$ cat src/rtl/bram_arb_pkg.sv
// Shared types for the two-port BRAM arbiter: port ids and the BRAM command word.
package bram_arb_pkg;

   localparam int NUM_PORTS      = 2;
   localparam int ARB_DATA_WIDTH = 32;
   localparam int ARB_ADDR_WIDTH = 10;
   localparam int ARB_BE_WIDTH   = ARB_DATA_WIDTH / 8;

   typedef enum logic {
      PORT_IFETCH = 1'b0,
      PORT_DATA   = 1'b1
   } port_id_t;

   typedef struct packed {
      logic [ARB_ADDR_WIDTH-1:0] addr;
      logic                      we;
      logic [ARB_DATA_WIDTH-1:0] wdata;
      logic [ARB_BE_WIDTH-1:0]   be;
   } bram_req_t;

   function automatic port_id_t other_port(input port_id_t p);
      return port_id_t'(~p);
   endfunction

endpackage

$ cat src/rtl/bram_arb_rsp_slot.sv
// Per-port read response register: loads BRAM data, drains on rready.
module bram_arb_rsp_slot #(
   parameter int DATA_WIDTH = 32
) (
   input  logic                  i_clk,
   input  logic                  i_rst_n,
   input  logic                  i_load,
   input  logic [DATA_WIDTH-1:0] i_data,
   input  logic                  i_rready,
   output logic                  o_rvalid,
   output logic [DATA_WIDTH-1:0] o_rdata,
   output logic                  o_busy
);

   // A load on the same edge as a drain keeps the slot full with the new word.
   always_ff @(posedge i_clk or negedge i_rst_n) begin
      if (!i_rst_n) begin
         o_rvalid <= 1'b0;
         o_rdata  <= '0;
      end else if (i_load) begin
         o_rvalid <= 1'b1;
         o_rdata  <= i_data;
      end else if (i_rready) begin
         o_rvalid <= 1'b0;
      end
   end

   assign o_busy = o_rvalid && !i_rready;

endmodule

$ cat src/rtl/bram_arbiter.sv
// Round-robin arbiter sharing one single-port BRAM between fetch (p0) and LSU (p1).
module bram_arbiter
   import bram_arb_pkg::*;
#(
   parameter int DATA_WIDTH = ARB_DATA_WIDTH,
   parameter int ADDR_WIDTH = ARB_ADDR_WIDTH
) (
   input  logic                    i_clk,
   input  logic                    i_rst_n,
   input  logic                    i_p0_valid,
   output logic                    o_p0_ready,
   input  logic [ADDR_WIDTH-1:0]   i_p0_addr,
   input  logic                    i_p0_we,
   input  logic [DATA_WIDTH-1:0]   i_p0_wdata,
   input  logic [DATA_WIDTH/8-1:0] i_p0_be,
   output logic                    o_p0_rvalid,
   output logic [DATA_WIDTH-1:0]   o_p0_rdata,
   input  logic                    i_p0_rready,
   input  logic                    i_p1_valid,
   output logic                    o_p1_ready,
   input  logic [ADDR_WIDTH-1:0]   i_p1_addr,
   input  logic                    i_p1_we,
   input  logic [DATA_WIDTH-1:0]   i_p1_wdata,
   input  logic [DATA_WIDTH/8-1:0] i_p1_be,
   output logic                    o_p1_rvalid,
   output logic [DATA_WIDTH-1:0]   o_p1_rdata,
   input  logic                    i_p1_rready,
   output logic [ADDR_WIDTH-1:0]   o_mem_addr,
   output logic [DATA_WIDTH-1:0]   o_mem_wdata,
   output logic                    o_mem_we,
   output logic [DATA_WIDTH/8-1:0] o_mem_be,
   input  logic [DATA_WIDTH-1:0]   i_mem_rdata
);

   bram_req_t [NUM_PORTS-1:0]                 req;
   logic      [NUM_PORTS-1:0]                 valid, rready, busy, elig, ready, rvalid;
   logic      [NUM_PORTS-1:0][DATA_WIDTH-1:0] rdata;

   port_id_t                prio, pend_port, gnt_port;
   logic                    pend_valid, gnt_vld;
   bram_req_t               gnt_req;
   logic [ADDR_WIDTH-1:0]   last_addr;
   logic [DATA_WIDTH-1:0]   last_wdata;

   assign req[0] = '{addr: i_p0_addr, we: i_p0_we, wdata: i_p0_wdata, be: i_p0_be};
   assign req[1] = '{addr: i_p1_addr, we: i_p1_we, wdata: i_p1_wdata, be: i_p1_be};
   assign valid  = {i_p1_valid, i_p0_valid};
   assign rready = {i_p1_rready, i_p0_rready};

   for (genvar g = 0; g < NUM_PORTS; g++) begin : g_port
      localparam port_id_t PID = port_id_t'(g);
      logic inflight;

      // A port may have only one read between grant and response register.
      assign inflight = pend_valid && (pend_port == PID);
      assign elig[g]  = valid[g] && (req[g].we || !(inflight || busy[g]));
      assign ready[g] = gnt_vld && (gnt_port == PID);

      bram_arb_rsp_slot #(.DATA_WIDTH(DATA_WIDTH)) u_slot (
         .i_clk    (i_clk),
         .i_rst_n  (i_rst_n),
         .i_load   (inflight),
         .i_data   (i_mem_rdata),
         .i_rready (rready[g]),
         .o_rvalid (rvalid[g]),
         .o_rdata  (rdata[g]),
         .o_busy   (busy[g])
      );
   end

   // Gating with reset keeps the BRAM quiet while the core is held in reset.
   assign gnt_vld  = i_rst_n && (|elig);
   assign gnt_port = elig[prio] ? prio : other_port(prio);
   assign gnt_req  = req[gnt_port];

   assign o_p0_ready  = ready[0];
   assign o_p1_ready  = ready[1];
   assign o_p0_rvalid = rvalid[0];
   assign o_p1_rvalid = rvalid[1];
   assign o_p0_rdata  = rdata[0];
   assign o_p1_rdata  = rdata[1];

   assign o_mem_we    = gnt_vld && gnt_req.we;
   assign o_mem_be    = gnt_vld ? gnt_req.be : '0;
   assign o_mem_addr  = gnt_vld ? gnt_req.addr  : last_addr;
   assign o_mem_wdata = gnt_vld ? gnt_req.wdata : last_wdata;

   always_ff @(posedge i_clk or negedge i_rst_n) begin
      if (!i_rst_n) begin
         prio       <= PORT_IFETCH;
         pend_valid <= 1'b0;
         pend_port  <= PORT_IFETCH;
         last_addr  <= '0;
         last_wdata <= '0;
      end else begin
         pend_valid <= gnt_vld && !gnt_req.we;
         if (gnt_vld) begin
            prio       <= other_port(gnt_port);
            pend_port  <= gnt_port;
            last_addr  <= gnt_req.addr;
            last_wdata <= gnt_req.wdata;
         end
      end
   end

endmodule

$ cat config.mk
export PLATFORM = sky130hd
export DESIGN_NAME = bram_arbiter
export DESIGN_NICKNAME = d
export VERILOG_FILES = /design/src/rtl/bram_arb_pkg.sv /design/src/rtl/bram_arb_rsp_slot.sv /design/src/rtl/bram_arbiter.sv
export SDC_FILE = /design/constraint.sdc
export NUM_CORES = 1
export LEC_CHECK = 0
export CAP_MARGIN = 30
export CORE_MARGIN = 4
export CORE_UTILIZATION = 43
export CTS_BUF_LIST = sky130_fd_sc_hd__clkbuf_8
export DETAILED_ROUTE_END_ITERATION = 10
export GPL_ROUTABILITY_DRIVEN = 1
export GPL_TIMING_DRIVEN = 1
export HOLD_SLACK_MARGIN = 0.08
export PLACE_DENSITY = 0.82
export SYNTH_ARGS = -nofsm -noshare
export SYNTH_HDL_FRONTEND = slang
export SYNTH_HIERARCHICAL = 1
export SYNTH_SLANG_ARGS = --single-unit
$ cat constraint.sdc
create_clock -name i_clk -period 2.4 [get_ports i_clk]
set_input_delay 0.6 -clock i_clk [delete_from_list [all_inputs] [get_ports i_clk]]
set_output_delay 0.6 -clock i_clk [all_outputs]
set_load 0.01 [all_outputs]
==> results.yml, run 1 <==
clock_tree:
  clock-sinks: 111
  cts_buffers: 9
  cts_root_buffer: "clkbuf_8"
  htree_levels: 3
  clk_pin_slew_ns: 0.13
  clk_latency_ns: 0.42
  cts_tree: "yes"
  postCtsHoldBufs: 0
  clock_path_buffers: 2
sta:
  postLayoutSetupSlackWorst_ns: -1.13
  fmax_mhz: 283
  rsz0062_at_grt: "true"
  slew_viol_final: 0
  relSlewSlack: 0.451
  setup_viol: 54
  worst_pin_slew_ns: 0.823
  skew_ns: 0.0298
  period_needed_ns: 3.53
  hold_viol: 0
  fin_crit_sh: 1.47
setup_path:
  max_stage_delay_ns: 0.70
  crit_path_end_kind: "primary output"
  critical_path_buf_inv_count: 4
  path_class: "primary input to primary output"
  startpoint_type: "primary input"
  cp_cell_sequence: "clkdlybuf4s15_1 > nor2b_4 > buf_4 > a221oi_1 > buf_4 > o21ai_0 > a21oi_2 > buf_2"
  worstPathArrival_ns: 2.93
  cp_max_fo: 5
  critical-path-top-delay-family: "compound AO/OA/AOI/OAI gates"
  worstPathRequired_ns: 1.80
  crit_top_cell: "buf_4"
  cpMaxStageDelayCell: "a221oi_1"
global_routing:
  grt_pass1_vias: 6644
  antenna_found_initial: 3
  track_usage: 0.376
  grt_pass1_wl_um: 41500
  grt_max_degree: 78
  gr-total-overflow: 0
placement:
  place_area_um2: 8690
  hpwl_um: 13400
  gp_congestion: 0.889
  io_buffers: 246
synth:
  synth_area_leader_cell: "dfrtp_1"
  syn_area_um2: 5510
  syn-instance-count: 435
  ys_warn_count: 6
  synth_area_per_cell_um2: 12.7
  ys.flop_type: "dfrtp_1"
  synth-edff-count: 0
  async_reset_ff_frac: 1.00
  synth_nets: 567
  synth.top_cell.area_share: 0.504
  yosys.cell_count.top_type: "dfrtp_1"
  synth_area_leaders: "dfrtp_1 (50%), mux2_4 (16%), a2111oi_0 (13%)"
  seq_area_frac_synth: 0.504
  synth-seq-cells: 111
  yosysUniqueCellTypes: 30
  synth_common_cells: "dfrtp_1 (111), a2111oi_0 (84), mux2_4 (58)"
pwr:
  power_frac_comb: 0.574
  pwr-share-clk: 0.131
  sw_frac_of_total: 0.408
  p_seq_frac: 0.295
  p_int_w: 0.00646
  power_w: 0.0109
  p_leak_nw: 4.66
  power_switching_w: 0.00446
  powerDensity_nw_per_um2: 913
  ir_worst_vdd_uv: 495
routing:
  totalWireLength_um: 41500
  vias: 7255
  drtIter0Drc: 1063
  wl_per_cell_um: 41.4
  ant_nets: 0
  via_per_inst: 7.25
  drc: 0
  firstDrtPassIters: 6
cells_and_area:
  final_util: 0.952
  final_nets: 950
  syn2layout_area_growth_pct: 117
  drive_gt1_frac: 0.553
  design_area_um2: 12000
floorplan:
  core_area_um2: 12600
  num_rows: 41
  die_h_um: 121
  initial_core_util: 0.438
  die_area_um2: 14700
  die_w_um: 121
  io_pins: 247
run_status:
  violations: "setup timing"
  status: "complete, but fails checks"
run:
  drv_cap: 0
hold_path:
  hp-class: "primary input to asynchronous set/reset pin"
-- state kept, by name, summed over array words and instances, names as in the netlist --
name and flops:
last_wdata 32, last_addr 10, pend_port 1, g_port.u_slot/o_rvalid 2, g_port.u_slot/o_rdata 64, pend_valid 1
prio 1
-- path summary, 6_finish.rpt --
path / startpoint / endpoint / slack, ns / cells past startpoint
setup / recovery: i_p0_valid / o_mem_be[2] / -1.13 / 8
hold / removal: i_rst_n / prio$_DFFE_PN0P_ / 0.41 / 3
setup reg to reg: g_port[0].u_slot/o_rvalid$_DFFE_PN0P_ / last_wdata[2]$_DFF_PN0_ / -0.04 / 12
hold reg to reg: g_port[0].u_slot/o_rdata[7]$_DFFE_PN0P_ / g_port[0].u_slot/o_rdata[7]$_DFFE_PN0P_ / 0.53 / 1
max in group asynchronous: i_rst_n / g_port[1].u_slot/o_rdata[29]$_DFFE_PN0P_ / 1.37 / 4
min in group i_clk: g_port[0].u_slot/o_rdata[7]$_DFFE_PN0P_ / g_port[0].u_slot/o_rdata[7]$_DFFE_PN0P_ / 0.53 / 1
-- per-layer routing --
layer  global-route usage  wire length, um  up-vias
met5                    0                0        -
met4                0.235             5220        0
met3               0.0737             5410      390
met2                0.650            18300      898
met1                0.425            12600     3537
li1                     -                -     2430
-- what timing repair did --
item,4_1_cts,5_1_grt
cloned,14,1
pin swaps,79,44
resized for setup,543,66
buffers inserted,73,29
setup endpoints to repair,49,49
-- kinds of logic after synthesis --
group / Yosys count / share of synthesized area
AOI/OAI and AO/OA: 150 / 0.219
DFF: 111 / 0.504
buffers and inverters: 93 / 0.0890
muxes: 64 / 0.170
and+or+nand+nor: 17 / 0.0179
-- area by class of cell --
class,count,area (um^2)
fillers,260,603
repair buffers,418,4320
diodes,6,15.0
clock inverters,6,90.1
flip-flops and latches,111,2780
clock buffers,10,138
inverters,46,173
multi-input cells,232,4240
well taps,172,215
-- cell usage in the layout, fill, tap and decap left out, types with 2 or more instances in the layout --
master,Yosys,final
bufinv_16,0,2
a211oi_4,0,26
inv_2,2,3
o21ai_1,5,3
or2_1,2,2
buf_12,6,28
buf_8,0,6
buf_16,0,9
nand2b_4,0,2
bufbuf_16,0,3
clkbuf_8,0,10
a21oi_2,1,5
diode_2,0,6
buf_4,1,88
mux2_4,58,58
a2111oi_4,0,74
buf_2,2,49
inv_1,43,43
a2111oi_2,0,10
o21ai_0,4,4
dfrtp_2,0,2
o21ai_4,1,4
a211oi_2,0,17
dlygate4sd2_1,0,3
mux2_2,6,6
o21a_1,3,2
nand3_1,6,5
clkdlybuf4s50_1,0,190
nor2b_4,0,3
buf_6,5,40
inv_6,0,2
dfrtp_1,111,109
-- through the flow --
stage          setup slack [ns]  std cells  hold slack [ns]  setup TNS, ns
2_1_floorplan          -0.00901        435            0.304         -0.253
3_3_place_gp              -1.16        876            0.490         -55.92
3_5_place_dp              -1.25        876            0.496         -57.40
4_1_cts                  -0.568        971            0.468         -21.49
5_1_grt                   -1.09       1000            0.415         -40.47
6_report                  -1.13       1001            0.411         -41.77
-- worst reg2reg max path, cell delays in order, from the launching register on --
cell and delay, ns:
dfrtp_1 0.41, nor2b_4 0.16, buf_6 0.13, nor2b_4 0.18
a21boi_4 0.10, buf_12 0.14, buf_12 0.12, buf_12 0.13
buf_4 0.15, buf_4 0.15, a2111oi_4 0.43, a211oi_4 0.10
buf_4 0.17
-- power groups by stage --
stage	Clock, W	Sequential [W]	Combinational [W]
3_3_place_gp	0	0.00295	0.00403
4_1_cts	0.00131	0.00299	0.00525
5_1_grt	0.00146	0.00324	0.00634
3_5_place_dp	0	0.00302	0.00412
6_report	0.00143	0.00322	0.00627
2_1_floorplan	0	0.00322	0.00159
Power figures use the tool's default switching activity.
==> run 2: changes to the inputs <==
--- a/config.mk
+++ b/config.mk
@@ -14,6 +14,7 @@
 export GPL_TIMING_DRIVEN = 1
 export HOLD_SLACK_MARGIN = 0.08
 export PLACE_DENSITY = 0.82
+export SLEW_MARGIN = 20
 export SYNTH_ARGS = -nofsm -noshare
 export SYNTH_HDL_FRONTEND = slang
 export SYNTH_HIERARCHICAL = 1
==> run 2 against run 1 <==
The run still ends with setup timing left. Non-clock buffer count down 10. Highest routed layer is now met5. First-iteration DRC count down 28%. Final cell count down 1.2%. Sequential share of layout area up 0.63 points. Wire length down 15%. Clock skew down 0.011 ns. Flip-flop and latch count unchanged.
==> results.yml, run 2 (synthesis results as in run 1) <==
run_status:
  status: "complete, but fails checks"
  violations: "setup timing"
routing:
  totalWireLength_um: 35300
  ant_nets: 0
  drtIter0Drc: 768
  drc: 0
  vias: 6555
  firstDrtPassIters: 5
  via_per_inst: 6.63
  wl_per_cell_um: 35.7
cells_and_area:
  multi_input_area_um2: 4070
  top_register: "g_port.u_slot/o_rdata"
  fill_cells: 359
  final_cell_mix: "clkdlybuf4s50_1 (190), dfrtp_1 (109), buf_4 (89), a2111oi_4 (61), mux2_4 (58)"
  final_common_cell: "clkdlybuf4s50_1"
  syn2layout_area_growth_pct: 111
  drive_gt1_frac: 0.542
  final_nets: 940
  sequential_cell_area_um2: 2780
  largest_reg_flops: 64
  design_area_um2: 11600
  final_cells: 989
  reg.largest.list: "g_port.u_slot/o_rdata (64), last_wdata (32), last_addr (10)"
setup_path:
  startpoint_type: "flip-flop"
  reg2reg_slack_ns: 0.08
  worstPathArrival_ns: 2.59
  crit_path_end_kind: "primary output"
  cp_max_fo: 4
  path_class: "flip-flop to primary output"
  r2r_end: "last_addr[1]$_DFF_PN0_"
  worstPathRequired_ns: 1.80
  r2r_cells: 11
  reg2reg_from: "g_port[0].u_slot/o_rvalid$_DFFE_PN0P_"
sta:
  skew_ns: 0.0185
  rsz0062_at_grt: "true"
  slew_viol_final: 0
  hold_viol: 0
  fmax_mhz: 313
  fin_setup_tns_ns: -31.25
  period_needed_ns: 3.19
  worst_pin_slew_ns: 0.619
  fin_crit_sh: 1.33
  setup_viol: 49
  postLayoutSetupSlackWorst_ns: -0.794
  relSlewSlack: 0.587
global_routing:
  antenna_found_initial: 4
  grt_pass1_wl_um: 41500
  track_usage: 0.376
  grt_max_degree: 78
  grt_pass1_vias: 6644
  gr-total-overflow: 0
floorplan:
  core_area_um2: 12600
  die_w_um: 121
  initial_core_util: 0.438
  num_rows: 41
  die_area_um2: 14700
  die_h_um: 121
  io_pins: 247
clock_tree:
  htree_levels: 3
  clk_pin_slew_ns: 0.13
  cts_buffers: 9
  clk_latency_ns: 0.40
  cts_tree: "yes"
  clock_path_buffers: 2
  postCtsHoldBufs: 0
  clock-sinks: 111
  cts_root_buffer: "clkbuf_8"
placement:
  dp_cells: 876
  place_ws_ns: -1.25
  hpwl_um: 13400
  place_area_um2: 8690
  gp_congestion: 0.889
  io_buffers: 246
pwr:
  powerDensity_nw_per_um2: 897
  p_leak_nw: 4.58
  ir_worst_vdd_uv: 449
  power_w: 0.0104
run:
  drv_cap: 0
hold_path:
  hp-class: "primary input to asynchronous set/reset pin"
[run 2: changes by cell type in the layout (fill, tap and decap cells not counted), moves of 3 or more]
cell,change
buf_8,-3
a2111oi_1,+5
a2111oi_2,+8
buf_6,-6
a2111oi_4,-13
[run 2: what timing repair did]
item,CTS,global route
cloned,14,0
resized for setup,543,33
pin swaps,79,32
endpoints found under the setup margin,49,49
setup buffers,73,16
endpoints found under the hold margin,0,0
[run 2: power breakdown]
| part | internal, W | switching (W) |
|---|---|---|
| combinational | 0.00317 | 0.00273 |
| clock | 0.000625 | 0.000752 |
| sequential | 0.00260 | 0.000568 |
[run 2: layer usage]
layer,share of wire,track usage
met5,0.00031,0
met2,0.48,0.650
met4,0.10,0.235
met1,0.32,0.425
met3,0.097,0.0737
[run 2: area by class of cell]
class | instances | area share
diodes | 4 | 0.000859
clock buffers | 10 | 0.0118
clock inverters | 6 | 0.00773
inverters | 46 | 0.0148
multi-input cells | 232 | 0.349
flip-flops and latches | 111 | 0.239
well taps | 172 | 0.0185
repair buffers | 408 | 0.358
[run 2: how the worst max path moves through the flow]
stage / slack (ns) / endpoint / start
CTS: -0.57 / o_mem_addr[7] / g_port[0].u_slot/o_rvalid$_DFFE_PN0P_
detailed placement: -1.25 / o_mem_wdata[9] / i_p0_rready
floorplan: -0.009 / o_mem_addr[0] / i_p1_rready
global route: -0.80 / o_mem_wdata[26] / pend_port$_DFFE_PN0P_
finish: -0.79 / o_mem_wdata[26] / pend_port$_DFFE_PN0P_
global placement: -1.16 / o_mem_wdata[4] / i_p0_rready
[run 2: stage by stage]
| step | utilization | hold slack (ns) |
|---|---|---|
| after floorplan | - | 0.304 |
| after global routing | 0.927 | 0.396 |
| final | 0.927 | 0.387 |
| after detailed placement | 0.691 | 0.496 |
| after CTS | 0.901 | 0.468 |
| after global placement | 0.691 | 0.490 |
[run 2: worst max-delay path: stages (launching register included)]
cell      delay (ns)
dfrtp_2         0.49
nand2b_4        0.20
inv_2           0.07
o21ai_4         0.26
buf_12          0.16
o21ai_4         0.07
buf_6           0.15
buf_8           0.14
buf_12          0.13
a211oi_4        0.30
buf_2           0.20
